File: config.mk
export PLATFORM = sky130hd
export DESIGN_NAME = sdram_bist
export DESIGN_NICKNAME = d
export VERILOG_FILES = /design/src/rtl/sdram_bist_pkg.sv /design/src/rtl/sdram_bist_lfsr.sv /design/src/rtl/sdram_bist.sv
export SDC_FILE = /design/constraint.sdc
export NUM_CORES = 1
export LEC_CHECK = 0
export ABC_AREA = 1
export CORE_ASPECT_RATIO = 1.5
export CORE_MARGIN = 3
export CORE_UTILIZATION = 56
export DETAILED_ROUTE_END_ITERATION = 10
export MAX_ROUTING_LAYER = met4
export PLACE_DENSITY = 0.88
export SLEW_MARGIN = 20
export SYNTH_ARGS = -nofsm -noshare
export SYNTH_HDL_FRONTEND = slang
export SYNTH_HIERARCHICAL = 1
export SYNTH_SLANG_ARGS = --single-unit
File: constraint.sdc
create_clock -name clk -period 6.3 [get_ports clk]
set_input_delay 0.63 -clock clk [delete_from_list [all_inputs] [get_ports clk]]
set_output_delay 0.63 -clock clk [all_outputs]
set_load 0.1 [all_outputs]
File: src/rtl/sdram_bist_pkg.sv
// Shared types and constants for the SDRAM self-test traffic generator.
package sdram_bist_pkg;

  localparam int LFSR_W = 16;
  localparam logic [LFSR_W-1:0] LFSR_POLY = 16'hB400;

  typedef enum logic [2:0] {
    IDLE    = 3'd0,
    WR      = 3'd1,
    RD      = 3'd2,
    RD_WAIT = 3'd3,
    DONE    = 3'd4
  } state_t;

  // Galois right-shift step
  function automatic logic [LFSR_W-1:0] lfsr_next(input logic [LFSR_W-1:0] l);
    return (l >> 1) ^ (l[0] ? LFSR_POLY : '0);
  endfunction

endpackage

File: src/rtl/sdram_bist_lfsr.sv
// 16-bit pattern generator: load with zero-seed fixup, or advance one step.
module sdram_bist_lfsr
  import sdram_bist_pkg::*;
(
  input  logic              clk,
  input  logic              rst_n,
  input  logic              load,
  input  logic              step,
  input  logic [LFSR_W-1:0] seed,
  output logic [LFSR_W-1:0] value
);

  always_ff @(posedge clk or negedge rst_n) begin
    if (!rst_n) begin
      value <= '0;
    end else if (load) begin
      // an all-zero state would lock the LFSR
      value <= (seed == '0) ? LFSR_W'(1) : seed;
    end else if (step) begin
      value <= lfsr_next(value);
    end
  end

endmodule

File: src/rtl/sdram_bist.sv
// SDRAM bring-up BIST: write an LFSR pattern over 0..ADDR_LAST, read back, compare.
// Optional read watchdog enabled by defining SDRAM_BIST_TIMEOUT_EN.
// Bus handshake: a request (bus_read|bus_write) is held with stable addr/wdata
// until the cycle bus_ready=1; bus_rvalid is only observed while in RD_WAIT.
module sdram_bist
  import sdram_bist_pkg::*;
#(
  parameter int            AW          = 23,
  parameter int            DW          = 16,
  parameter logic [AW-1:0] ADDR_LAST   = {AW{1'b1}},
  parameter int            TIMEOUT_CYC = 1024
) (
  input  logic          clk,
  input  logic          rst_n,
  input  logic          start,
  input  logic [15:0]   seed,
  output logic          bus_read,
  output logic          bus_write,
  output logic [AW-1:0] bus_addr,
  output logic [DW-1:0] bus_wdata,
  input  logic          bus_ready,
  input  logic          bus_rvalid,
  input  logic [DW-1:0] bus_rdata,
  output logic          busy,
  output logic          done,
  output logic          pass,
  output logic [15:0]   err_count,
  output logic [AW-1:0] first_err_addr,
  output logic [DW-1:0] first_err_exp,
  output logic [DW-1:0] first_err_got,
  output logic          timeout,
  output state_t        dbg_state
);

  state_t            state_q, state_d;
  logic [AW-1:0]     addr_q;
  logic [15:0]       seed_q;
  logic [LFSR_W-1:0] lfsr_val, lfsr_seed;
  logic              lfsr_load, lfsr_step;
  logic              addr_clr, addr_inc, stat_clr, rd_done, tmo_hit, mismatch;
  logic              at_last;
  logic [DW-1:0]     rd_data;

  sdram_bist_lfsr u_lfsr (
    .clk   (clk),
    .rst_n (rst_n),
    .load  (lfsr_load),
    .step  (lfsr_step),
    .seed  (lfsr_seed),
    .value (lfsr_val)
  );

`ifdef SDRAM_BIST_TIMEOUT_EN
  localparam int TW = $clog2(TIMEOUT_CYC + 1);
  logic [TW-1:0] tmo_cnt;

  always_ff @(posedge clk or negedge rst_n) begin
    if (!rst_n)                tmo_cnt <= '0;
    else if (state_q != RD_WAIT) tmo_cnt <= '0;
    else                       tmo_cnt <= tmo_cnt + TW'(1);
  end

  assign tmo_hit = (state_q == RD_WAIT) && !bus_rvalid && (tmo_cnt == TW'(TIMEOUT_CYC - 1));
`else
  localparam int unused_timeout_cyc = TIMEOUT_CYC;
  assign tmo_hit = 1'b0;
`endif

  assign at_last  = (addr_q == ADDR_LAST);
  // a timed-out read compares as if zero was returned
  assign rd_data  = bus_rvalid ? bus_rdata : '0;
  assign mismatch = rd_done && (rd_data != lfsr_val);

  always_comb begin
    state_d   = state_q;
    lfsr_load = 1'b0;
    lfsr_step = 1'b0;
    lfsr_seed = seed_q;
    addr_clr  = 1'b0;
    addr_inc  = 1'b0;
    stat_clr  = 1'b0;
    rd_done   = 1'b0;
    case (state_q)
      IDLE, DONE: begin
        if (start) begin
          state_d   = WR;
          lfsr_load = 1'b1;
          lfsr_seed = seed;
          addr_clr  = 1'b1;
          stat_clr  = 1'b1;
        end
      end
      WR: begin
        if (bus_ready) begin
          if (at_last) begin
            state_d   = RD;
            addr_clr  = 1'b1;
            lfsr_load = 1'b1;
          end else begin
            addr_inc  = 1'b1;
            lfsr_step = 1'b1;
          end
        end
      end
      RD: begin
        if (bus_ready) state_d = RD_WAIT;
      end
      RD_WAIT: begin
        if (bus_rvalid || tmo_hit) begin
          rd_done = 1'b1;
          if (at_last) begin
            state_d = DONE;
          end else begin
            state_d   = RD;
            addr_inc  = 1'b1;
            lfsr_step = 1'b1;
          end
        end
      end
      default: state_d = IDLE;
    endcase
  end

  always_ff @(posedge clk or negedge rst_n) begin
    if (!rst_n) begin
      state_q   <= IDLE;
      addr_q    <= '0;
      seed_q    <= '0;
      bus_read  <= 1'b0;
      bus_write <= 1'b0;
    end else begin
      state_q   <= state_d;
      bus_read  <= (state_d == RD);
      bus_write <= (state_d == WR);
      if (stat_clr)      seed_q <= seed;
      if (addr_clr)      addr_q <= '0;
      else if (addr_inc) addr_q <= addr_q + AW'(1);
    end
  end

  always_ff @(posedge clk or negedge rst_n) begin
    if (!rst_n) begin
      err_count      <= '0;
      first_err_addr <= '0;
      first_err_exp  <= '0;
      first_err_got  <= '0;
      timeout        <= 1'b0;
    end else if (stat_clr) begin
      err_count      <= '0;
      first_err_addr <= '0;
      first_err_exp  <= '0;
      first_err_got  <= '0;
      timeout        <= 1'b0;
    end else if (rd_done) begin
      if (tmo_hit) timeout <= 1'b1;
      if (mismatch) begin
        if (err_count != 16'hFFFF) err_count <= err_count + 16'd1;
        if (err_count == 16'd0) begin
          first_err_addr <= addr_q;
          first_err_exp  <= lfsr_val;
          first_err_got  <= rd_data;
        end
      end
    end
  end

  assign bus_addr  = addr_q;
  assign bus_wdata = lfsr_val;
  assign busy      = (state_q == WR) || (state_q == RD) || (state_q == RD_WAIT);
  assign done      = (state_q == DONE);
  assign pass      = done && (err_count == 16'd0);
  assign dbg_state = state_q;

endmodule

==> results.ini, run 1 <==
[outcome]
outcome = finished, final reports clean

[logic_synthesis]
synth_ff_type = dfrtp_1
synth_cell_type_count = 40
async_flop_share = 1.00
synth_common_cells = 312 x nand2_1, 169 x nand3_1, 131 x dfrtp_1
ys_seq_elements = 131
synth.most_common_cell = nand2_1
ys_seq_area_frac = 0.454
syn_nets = 1003
yosysTopAreaCell = dfrtp_1
yosysWarnings = 6
synth_area_leaders = dfrtp_1 45%, nand2_1 16%, nand3_1 12%
syn_area_per_cell_um2 = 7.50
synth-edff-count = 0
syn_area_um2 = 7220
synth_top_area_share = 0.454
synthCells = 963

[global_routing]
grt_max_degree = 71
grt_pass1_wl_mm = 34.5
overflow = 0
antenna_found_initial = 0
first_global_vias = 7004
grt_usage = 0.307

[clock_tree]
cts_inserted_buffers = 17
clk_pin_slew_ns = 0.06
clockBufferDepth = 2
cts.sinks = 131
htreeDepth = 4
postCtsResizedCells = 0
clk_latency_ns = 0.42
root_buffer = clkbuf_16
postCtsSetupBuffers = 0
cts_tree = yes
cts-hold-fix-buffers = 0

[floorplan]
coreArea_um2 = 12600
fp.dieH_um = 145
die_w_um = 98.7
dieArea_um2 = 14300
io_pins = 156
rows = 50
initial_core_util = 0.574

[timing]
max-slew-margin-rel = 0.287
setup_tns_ns = 0
rsz0062_at_grt = false
hold_viol_final = 0
final.period_utilization = 0.535
setup_violations = 0
slew_viol_final = 0
skew_ns = 0.00994
fin_crit_ns = 3.37
tightestPinTransition_ns = 1.07
max_freq_ghz = 0.297

[critical_path]
slowest_delay_ns = 1.12
cp.arrival_ns = 2.74
cp-end-kind = output port
cpMaxStageDelayCell = clkdlybuf4s50_1
crit_path_start_kind = flop
critPathKind = reg2out
cp_max_fo = 6
crit_chain = inv_1, ha_1, nand3b_1, nor3_4, and2_1, clkdlybuf4s50_1
cp.required_ns = 5.67

[power_and_ir_drop]
power_density_nw_per_um2 = 619
p_leak_nw = 4.59
ir_drop_uv = 474

[flow_run]
drv_cap = 0

[place]
port_buffers = 154
dpl-instance-area_um2 = 8750
gp_congestion = 0.967
placed_cells = 1232
dp_hpwl_mm = 14.4

[cells_and_area]
antenna_cells = 0
drive_above_1_share = 0.0741
nets = 1135
stdcell_area_um2 = 9350
finalNonFillerCells = 1263
syn2layout_area_growth_pct = 29.5

[worst_hold_path]
hold_class = in2async

[route]
viasPerCell = 5.68
drc_errors = 0
vias = 7178
initialDrtViolationCount = 503
dr.pass1.iters = 5
wirelength_mm = 21.2
wl_per_cell_um = 16.8
ant_nets = 0

-- report_power, final --
group | switching [W] | total (W) | leakage, nW | internal, W
Sequential | 0.000318 | 0.00143 | 1.73 | 0.00111
Clock | 0.000372 | 0.00100 | 0.293 | 0.000631
Combinational | 0.00261 | 0.00336 | 2.57 | 0.000742
Total | 0.00330 | 0.00579 | 4.59 | 0.00249
-- per-layer routing --
layer	share of wire	global-route usage	vias to the layer above	routed length, um
met2	0.52	0.521	344	11000
met5	0	-	-	0
met3	0.062	0.0510	81	1320
met1	0.38	0.357	3381	8100
li1	-	-	3372	-
met4	0.037	0.132	0	786
-- cells by family after synthesis --
group | after synthesis | share of synthesized area
xor+xnor | 20 | 0.0243
compound gates | 59 | 0.0546
buf+inv | 125 | 0.0785
fa+ha+maj | 3 | 0.00520
simple gates | 624 | 0.383
other cells | 1 | 0.000519
flops | 131 | 0.454
-- worst max-delay path, delay by kind of cell, from the launching register on --
family | cells | cell delay [ns]
simple gates | 3 | 0.48
fa+ha+maj | 1 | 0.16
buf+inv | 2 | 1.24
flops | 1 | 0.45
-- worst paths after layout --
path | from | end | slack, ns | depth (start not counted)
min in group clk | seed_q[9] | seed_q[9] | 0.47 | 2
min reg2reg | seed_q[9] | seed_q[9] | 0.47 | 2
max | err_count[0] | pass | 2.93 | 6
max reg2reg | bus_addr[0] | bus_addr[6] | 3.12 | 10
max in group asynchronous | rst_n | dbg_state[0] | 4.60 | 2
min | rst_n | err_count[4] | 0.34 | 1
-- flip-flops by register name, summed over array words and instances (netlist names) --
| signal | flops |
|---|---|
| bus_addr | 23 |
| bus_write | 1 |
| first_err_got | 16 |
| err_count | 16 |
| seed_q | 16 |
| bus_read | 1 |
| first_err_addr | 23 |
| dbg_state | 3 |
| u_lfsr/value | 16 |
| first_err_exp | 16 |
-- per-stage QoR --
step	total power [W]	utilization	worst slack [ns]	hold slack, ns
2_1_floorplan	0.00398	-	1.47	0.334
3_3_place_gp	0.00472	0.696	2.71	0.456
3_5_place_dp	0.00476	0.696	2.68	0.460
4_1_cts	0.00579	0.744	2.94	0.377
5_1_grt	0.00603	0.744	2.77	0.401
6_report	0.00579	0.744	2.93	0.340
-- placed cells by master, fill, tap and decap left out, types with 2 or more instances in the layout --
cell type	Yosys	layout
nand2_1	312	311
nand3_1	169	169
clkdlybuf4s50_1	0	153
dfrtp_1	131	131
nor2_1	73	73
inv_1	68	68
nor3_1	19	19
xor2_1	19	19
o21ai_1	17	17
nand3b_1	17	17
clkbuf_16	0	17
o21ai_0	13	13
a21oi_1	13	12
nor2_2	11	11
nand4_1	10	10
inv_2	9	9
a21oi_2	7	7
buf_4	7	6
nand2_2	4	5
clkinv_4	0	4
ha_1	3	3
bufinv_16	0	3
clkinv_2	0	3
a31oi_4	3	3
a22oi_2	2	2
-- cell type report --
type / count / area [um2]
Inverter: 79 / 304
Tap cell: 156 / 195
Sequential cell: 131 / 3280
Fill cell: 921 / 3220
Timing Repair Buffer: 159 / 1580
Clock buffer: 19 / 443
Multi-Input combinational cell: 707 / 3400
Clock inverter: 12 / 156
No activity file was read; power rests on OpenSTA's default activity.
==> run 2, diff against run 1 <==
- CORE_UTILIZATION: 56 -> 52
- PLACE_DENSITY: 0.88 -> 0.83
- clock period: 6.3 -> 3.4 ns (I/O delays scaled with it)
==> run 2 against run 1 <==
Global-route usage is 1.5 points lower. Combinational power is 87% higher. Sequential cell count stayed put. Sequential share of layout area is 0.25 points lower. Final cell count is 1.3% higher. Sequential power is 86% higher. Critical path type is now reg2reg. Die area is 7.3% higher. Cell area is 0.72% higher. Count of clock-buffer cells in the layout is 4 higher. Clock skew is 0.0029 ns higher. Worst hold slack better by 0.057 ns. Clock power is 78% higher.
==> results.ini, run 2 (same netlist as run 1, synthesis figures left out) <==
[timing]
setup_violations = 0  ; unchanged
max_freq_ghz = 0.377
skew_ns = 0.0129  ; +0.00293 ns
fin_crit_ns = 2.65
hold_viol_final = 0  ; unchanged
setup_tns_ns = 0  ; unchanged
rsz0062_at_grt = false
final.period_utilization = 0.780
tightestPinTransition_ns = 1.04  ; -0.0238 ns
slew_viol_final = 0  ; unchanged
max-slew-margin-rel = 0.303  ; +0.0162

[global_routing]
first_global_vias = 6894  ; -1.6%
antenna_found_initial = 0  ; unchanged
use_met3 = 0.0491  ; -0.00184
grt_util_met2 = 0.468  ; -0.0526
grt_max_degree = 105  ; +48%
overflow = 0  ; unchanged
grt_util_met1 = 0.354  ; -0.00260
grt_pass1_wl_mm = 34.2  ; -1.0%
grt_usage = 0.292  ; -0.0147
busiest_layer = met2

[route]
drc_errors = 0  ; unchanged
wl_per_cell_um = 16.7  ; -0.88%
initialDrtViolationCount = 443  ; -12%
wirelength_mm = 21.3  ; +0.37%
viasPerCell = 5.54  ; -2.5%
ant_nets = 0  ; unchanged
dr.pass1.iters = 5  ; unchanged
vias = 7089  ; -1.2%

[outcome]
outcome = finished, final reports clean

[power_and_ir_drop]
ir_drop_uv = 693  ; +46%
power_density_nw_per_um2 = 1140  ; +84%
p_leak_nw = 4.62  ; +0.70%

[cells_and_area]
nets = 1144  ; +0.79%
syn2layout_area_growth_pct = 30.4
fin_util = 0.696  ; -0.0477
drive_above_1_share = 0.0824  ; +0.00829
fillers = 1105  ; +20%
antenna_cells = 0  ; unchanged
layout.cells.most_common_list = 311 x nand2_1, 169 x nand3_1, 150 x clkdlybuf4s50_1, 131 x dfrtp_1, 73 x nor2_1
final_common_cell = nand2_1

[critical_path]
cp-end-kind = flop
r2r_end = u_lfsr/value[0]
cp.arrival_ns = 2.96  ; +0.22 ns
r2r_slack_ns = 0.75  ; -2.37 ns
critPathKind = reg2reg
crit_path_frequent_cell = nand2_1
crit_path_start_kind = flop
r2r-start = bus_addr[1]
cpMaxStageDelayCell = dfrtp_1
crit_chain = ha_1, nand2_1, nor2_1, nand4_1, nor2_2, nand3_1, nand2_2, buf_4, inv_8, nand2_8, inv_2, nand2_1, nand2_1
r2r_cells = 13  ; +3
slowest_delay_ns = 0.42  ; -0.70 ns
cp.required_ns = 3.71  ; -1.96 ns
cp_max_fo = 18  ; +12

[clock_tree]
cts_inserted_buffers = 17  ; unchanged
clk_pin_slew_ns = 0.06  ; about the same
cts-hold-fix-buffers = 1  ; +1
postCtsResizedCells = 0  ; unchanged
cts.sinks = 131  ; unchanged
clockBufferDepth = 2  ; unchanged
htreeDepth = 4  ; unchanged
postCtsSetupBuffers = 0  ; unchanged
root_buffer = clkbuf_16
clk_latency_ns = 0.42  ; about the same
cts_tree = yes

[place]
port_buffers = 154  ; unchanged
dp_hpwl_mm = 14.8  ; +3.1%
gp_congestion = 0.948  ; -1.9%

[floorplan]
initial_core_util = 0.534  ; -0.0407
coreArea_um2 = 13500  ; +7.6%
dieArea_um2 = 15400  ; +7.3%
io_pins = 156  ; unchanged
die_w_um = 102  ; +3.5%
fp.dieH_um = 150  ; +3.6%
rows = 52  ; +4.0%

[flow_run]
drv_cap = 0  ; unchanged

[worst_hold_path]
hold_class = in2async

-- run 2: cell types whose count changed in the layout (fill, tap and decap cells not counted), moves of 3 or more --
| cell | previous run | this run |
|---|---|---|
| clkinvlp_4 | 1 | 4 |
| clkbuf_1 | 1 | 4 |
| clkinv_4 | 4 | 0 |
| buf_4 | 6 | 16 |
| clkdlybuf4s50_1 | 153 | 150 |
-- run 2: per-layer routing --
layer  share of wire  vias up  wire (um)
met5               0        -          0
met4           0.043        0        923
met3           0.055       73       1180
met2            0.51      297      10900
met1            0.39     3322       8350
li1                -     3397          -
-- run 2: critical path, delay by kind of cell, from the launching register on --
family        cells  cell delay, ns
fa+ha+maj         1            0.32
flops             1            0.42
simple gates      9            1.30
buf+inv           3            0.48
-- run 2: worst max-delay path by stage --
stage,startpoint,cells after the start,endpoint,slack (ns)
final,bus_addr[1],13,u_lfsr/value[0],0.75
after global routing,bus_addr[1],12,u_lfsr/value[15],0.48
after CTS,u_lfsr/value[0],1,bus_wdata[0],0.77
after detailed placement,bus_rvalid,12,first_err_addr[0],0.76
after global placement,bus_rvalid,12,first_err_got[13],0.84
after floorplan,dbg_state[2],3,pass,0.20
-- run 2: where the power goes --
| group | total, W | internal, W | switching (W) |
|---|---|---|---|
| Clock | 0.00178 | 0.00111 | 0.000668 |
| Combinational | 0.00628 | 0.00141 | 0.00487 |
| Sequential | 0.00266 | 0.00207 | 0.000598 |
-- run 2: area by class of cell --
class | count | area [um2] | share of cell area
clock buffer | 23 | 468 | 0.0497
clock inverter | 9 | 105 | 0.0112
inverter | 79 | 304 | 0.0323
multi-input combinational | 707 | 3410 | 0.362
sequential | 131 | 3280 | 0.348
tap | 162 | 203 | 0.0215
timing repair buffer | 168 | 1650 | 0.175
-- run 2: per-stage QoR --
step / cell area (um2) / setup WS (ns) / instances / hold WS, ns / power (W)
4_1_cts: 9420 / 0.772 / 1279 / 0.402 / 0.0107
5_1_grt: 9420 / 0.476 / 1279 / 0.423 / 0.0112
3_3_place_gp: 8840 / 0.836 / 1246 / 0.291 / 0.00882
3_5_place_dp: 8840 / 0.755 / 1246 / 0.294 / 0.00892
2_1_floorplan: 7230 / 0.202 / 963 / 0.0444 / 0.00738
6_report: 9420 / 0.748 / 1279 / 0.398 / 0.0107
==> run 3, diff against run 2 <==
- CORE_UTILIZATION: 52 -> 47
- PLACE_DENSITY: 0.83 -> 0.79
- clock period: 3.4 -> 2.2 ns (I/O delays scaled with it)
==> run 3 against run 2 <==
Register-to-register slack got worse by 0.66 ns. Clock power increased by 62%. Largest power group unchanged. Power increased by 58%. First-iteration DRC count grew 11%. Critical path depth fell by 1. Final cell count is 5.0% higher. Global-route usage down 2.5 points. Sequential share of layout area down 0.35 points.
==> results.ini, run 3 (same netlist as run 1, synthesis figures left out) <==
[place]
dpl-instance-area_um2 = 8990  ; +1.8%
placed_cells = 1305  ; +4.7%
gp_congestion = 0.993  ; +4.7%
pre_cts_slack_ns = -0.0248  ; -0.780 ns
dp_hpwl_mm = 15.9  ; +7.7%
port_buffers = 154  ; unchanged

[timing]
skew_ns = 0.00826  ; -0.00461 ns
setup_violations = 0  ; unchanged
final.period_utilization = 0.958  ; +0.178
hold_viol_final = 0  ; unchanged
fin_crit_ns = 2.11  ; -0.545 ns
max_freq_ghz = 0.475  ; +26%
fin_hold_ws_ns = 0.353  ; -0.0443 ns
slew_viol_final = 0  ; unchanged
tightestPinTransition_ns = 0.611  ; -0.430 ns
worst_slack_ns = 0.0926  ; -0.655 ns
max-slew-margin-rel = 0.592  ; +0.289

[route]
ant_nets = 0  ; unchanged
initialDrtViolationCount = 490  ; +11%
drc_errors = 0  ; unchanged
viasPerCell = 5.32  ; -4.0%
wl_per_cell_um = 16.2  ; -3.0%
wirelength_mm = 21.7  ; +1.9%
vias = 7149  ; +0.85%
dr.pass1.iters = 8  ; +3

[power_and_ir_drop]
sw_frac_of_total = 0.567  ; -0.00486
p_leak_nw = 5.00  ; +8.1%
p_seq_frac = 0.242  ; -0.007
pwr-share-clk = 0.170  ; +0.004
p_comb_frac = 0.588  ; +0.003
power_density_nw_per_um2 = 1750  ; +54%
ir_drop_uv = 1050  ; +51%
p_switching_w = 0.00961  ; +57%
intPower_w = 0.00733  ; +60%

[critical_path]
crit_chain = ha_4, nand2_1, nor2_1, nand4_1, nor2_4, nand3_2, nand2_4, buf_4, inv_2, nand2_1, buf_12, o21ai_1
slowest_delay_ns = 0.46  ; +0.04 ns
cp-end-kind = flop
cp.required_ns = 2.50  ; -1.21 ns
cp_max_fo = 11  ; -7
crit_path_start_kind = flop
critPathKind = reg2reg
cp.arrival_ns = 2.40  ; -0.56 ns
cpMaxStageDelayCell = dfrtp_4
crit_path_frequent_cell = nand2_1

[clock_tree]
clk_pin_slew_ns = 0.06  ; about the same
root_buffer = clkbuf_16
clk_latency_ns = 0.42  ; about the same
clockBufferDepth = 2  ; unchanged
cts.sinks = 131  ; unchanged
htreeDepth = 4  ; unchanged
cts_inserted_buffers = 17  ; unchanged
cts_tree = yes

[global_routing]
antenna_found_initial = 0  ; unchanged
grt_util_met2 = 0.447  ; -0.0217
use_met3 = 0.0465  ; -0.00263
grt_usage = 0.268  ; -0.0247
grt_util_met1 = 0.316  ; -0.0379
busiest_layer = met2
grt_pass1_wl_mm = 35.0  ; +2.5%
overflow = 0  ; unchanged
first_global_vias = 7026  ; +1.9%
grt_max_degree = 48  ; -54%

[cells_and_area]
layout.cells.most_common_list = 311 x nand2_1, 168 x nand3_1, 150 x buf_4, 97 x dfrtp_1, 69 x nor2_1
final_common_cell = nand2_1
syn2layout_area_growth_pct = 34.1
stdcell_area_um2 = 9690  ; +2.9%
drive_above_1_share = 0.246  ; +0.163
finalNonFillerCells = 1343  ; +5.0%
nets = 1175  ; +2.7%
antenna_cells = 0  ; unchanged

[flow_run]
drv_cap = 0  ; unchanged

[floorplan]
io_pins = 156  ; unchanged
die_w_um = 107  ; +4.9%
initial_core_util = 0.488  ; -0.0456
coreArea_um2 = 14800  ; +9.3%
fp.dieH_um = 158  ; +5.0%
rows = 54  ; +3.8%
dieArea_um2 = 16900  ; +10%

[outcome]
outcome = finished, final reports clean

[worst_hold_path]
hold_class = in2async

## run 3: cell count changes in the layout (fill, tap and decap cells not counted), moves of 3 or more
cell / delta
clkbuf_1: -3
buf_4: +134
inv_4: +4
dfrtp_2: +27
inv_2: -3
clkinv_4: +5
nand2_4: +3
buf_12: +10
clkdlybuf4s50_1: -115
dfrtp_1: -34
dfrtp_4: +7
nor2_1: -4
## run 3: power groups by stage
stage	Sequential (W)	Clock, W	Combinational (W)
4_1_cts	0.00408	0.00291	0.00989
3_5_place_dp	0.00412	0	0.00984
5_1_grt	0.00420	0.00304	0.0105
2_1_floorplan	0.00851	0	0.00299
6_report	0.00410	0.00288	0.00996
3_3_place_gp	0.00409	0	0.00975
## run 3: worst max-delay path, delay by kind of cell (launching register included)
family | cells | cell delay, ns
buf+inv | 3 | 0.31
compound gates | 1 | 0.07
flops | 1 | 0.46
simple gates | 7 | 0.95
fa+ha+maj | 1 | 0.18
## run 3: stage by stage
stage | utilization | total power (W) | setup TNS [ns]
floorplan | - | 0.0115 | -0.0233
global placement | 0.608 | 0.0138 | 0
detailed placement | 0.608 | 0.0140 | -0.0572
CTS | 0.650 | 0.0169 | 0
global route | 0.655 | 0.0178 | -0.0719
finish | 0.655 | 0.0169 | 0
## run 3: area by class of cell
cell class	count	area, um2
fill	1289	5110
multi-input combinational	708	3470
sequential	131	3340
timing repair buffer	197	1710
clock buffer	19	443
inverter	79	319
tap	196	245
clock inverter	12	159
timing repair inverter	1	6.26
## run 3: what timing repair did
item | in CTS | in global routing
buffers inserted | 1 | 3
resized for setup | 0 | 12
setup endpoints to repair | 1 | 24
pin swaps | 1 | 4
gates cloned | 0 | 2
endpoints found under the hold margin | 41 | 0
hold buffers | 1 | 0
## run 3: final timing paths
| kind | startpoint | end | slack, ns | cells after the start |
|---|---|---|---|---|
| setup reg to reg | bus_addr[1] | bus_addr[1] | 0.09 | 12 |
| max in group asynchronous | rst_n | bus_addr[9] | 1.16 | 3 |
| setup / recovery | bus_addr[1] | bus_addr[1] | 0.09 | 12 |
| hold / removal | rst_n | err_count[7] | 0.35 | 2 |
| hold reg to reg | seed_q[1] | seed_q[1] | 0.47 | 2 |
| min in group clk | seed[2] | seed_q[2] | 0.37 | 3 |
## run 3: metal layers
layer	vias up	routed length (um)
met5	-	0
met4	0	771
met3	57	1120
met2	259	11200
met1	3376	8630
li1	3457	-
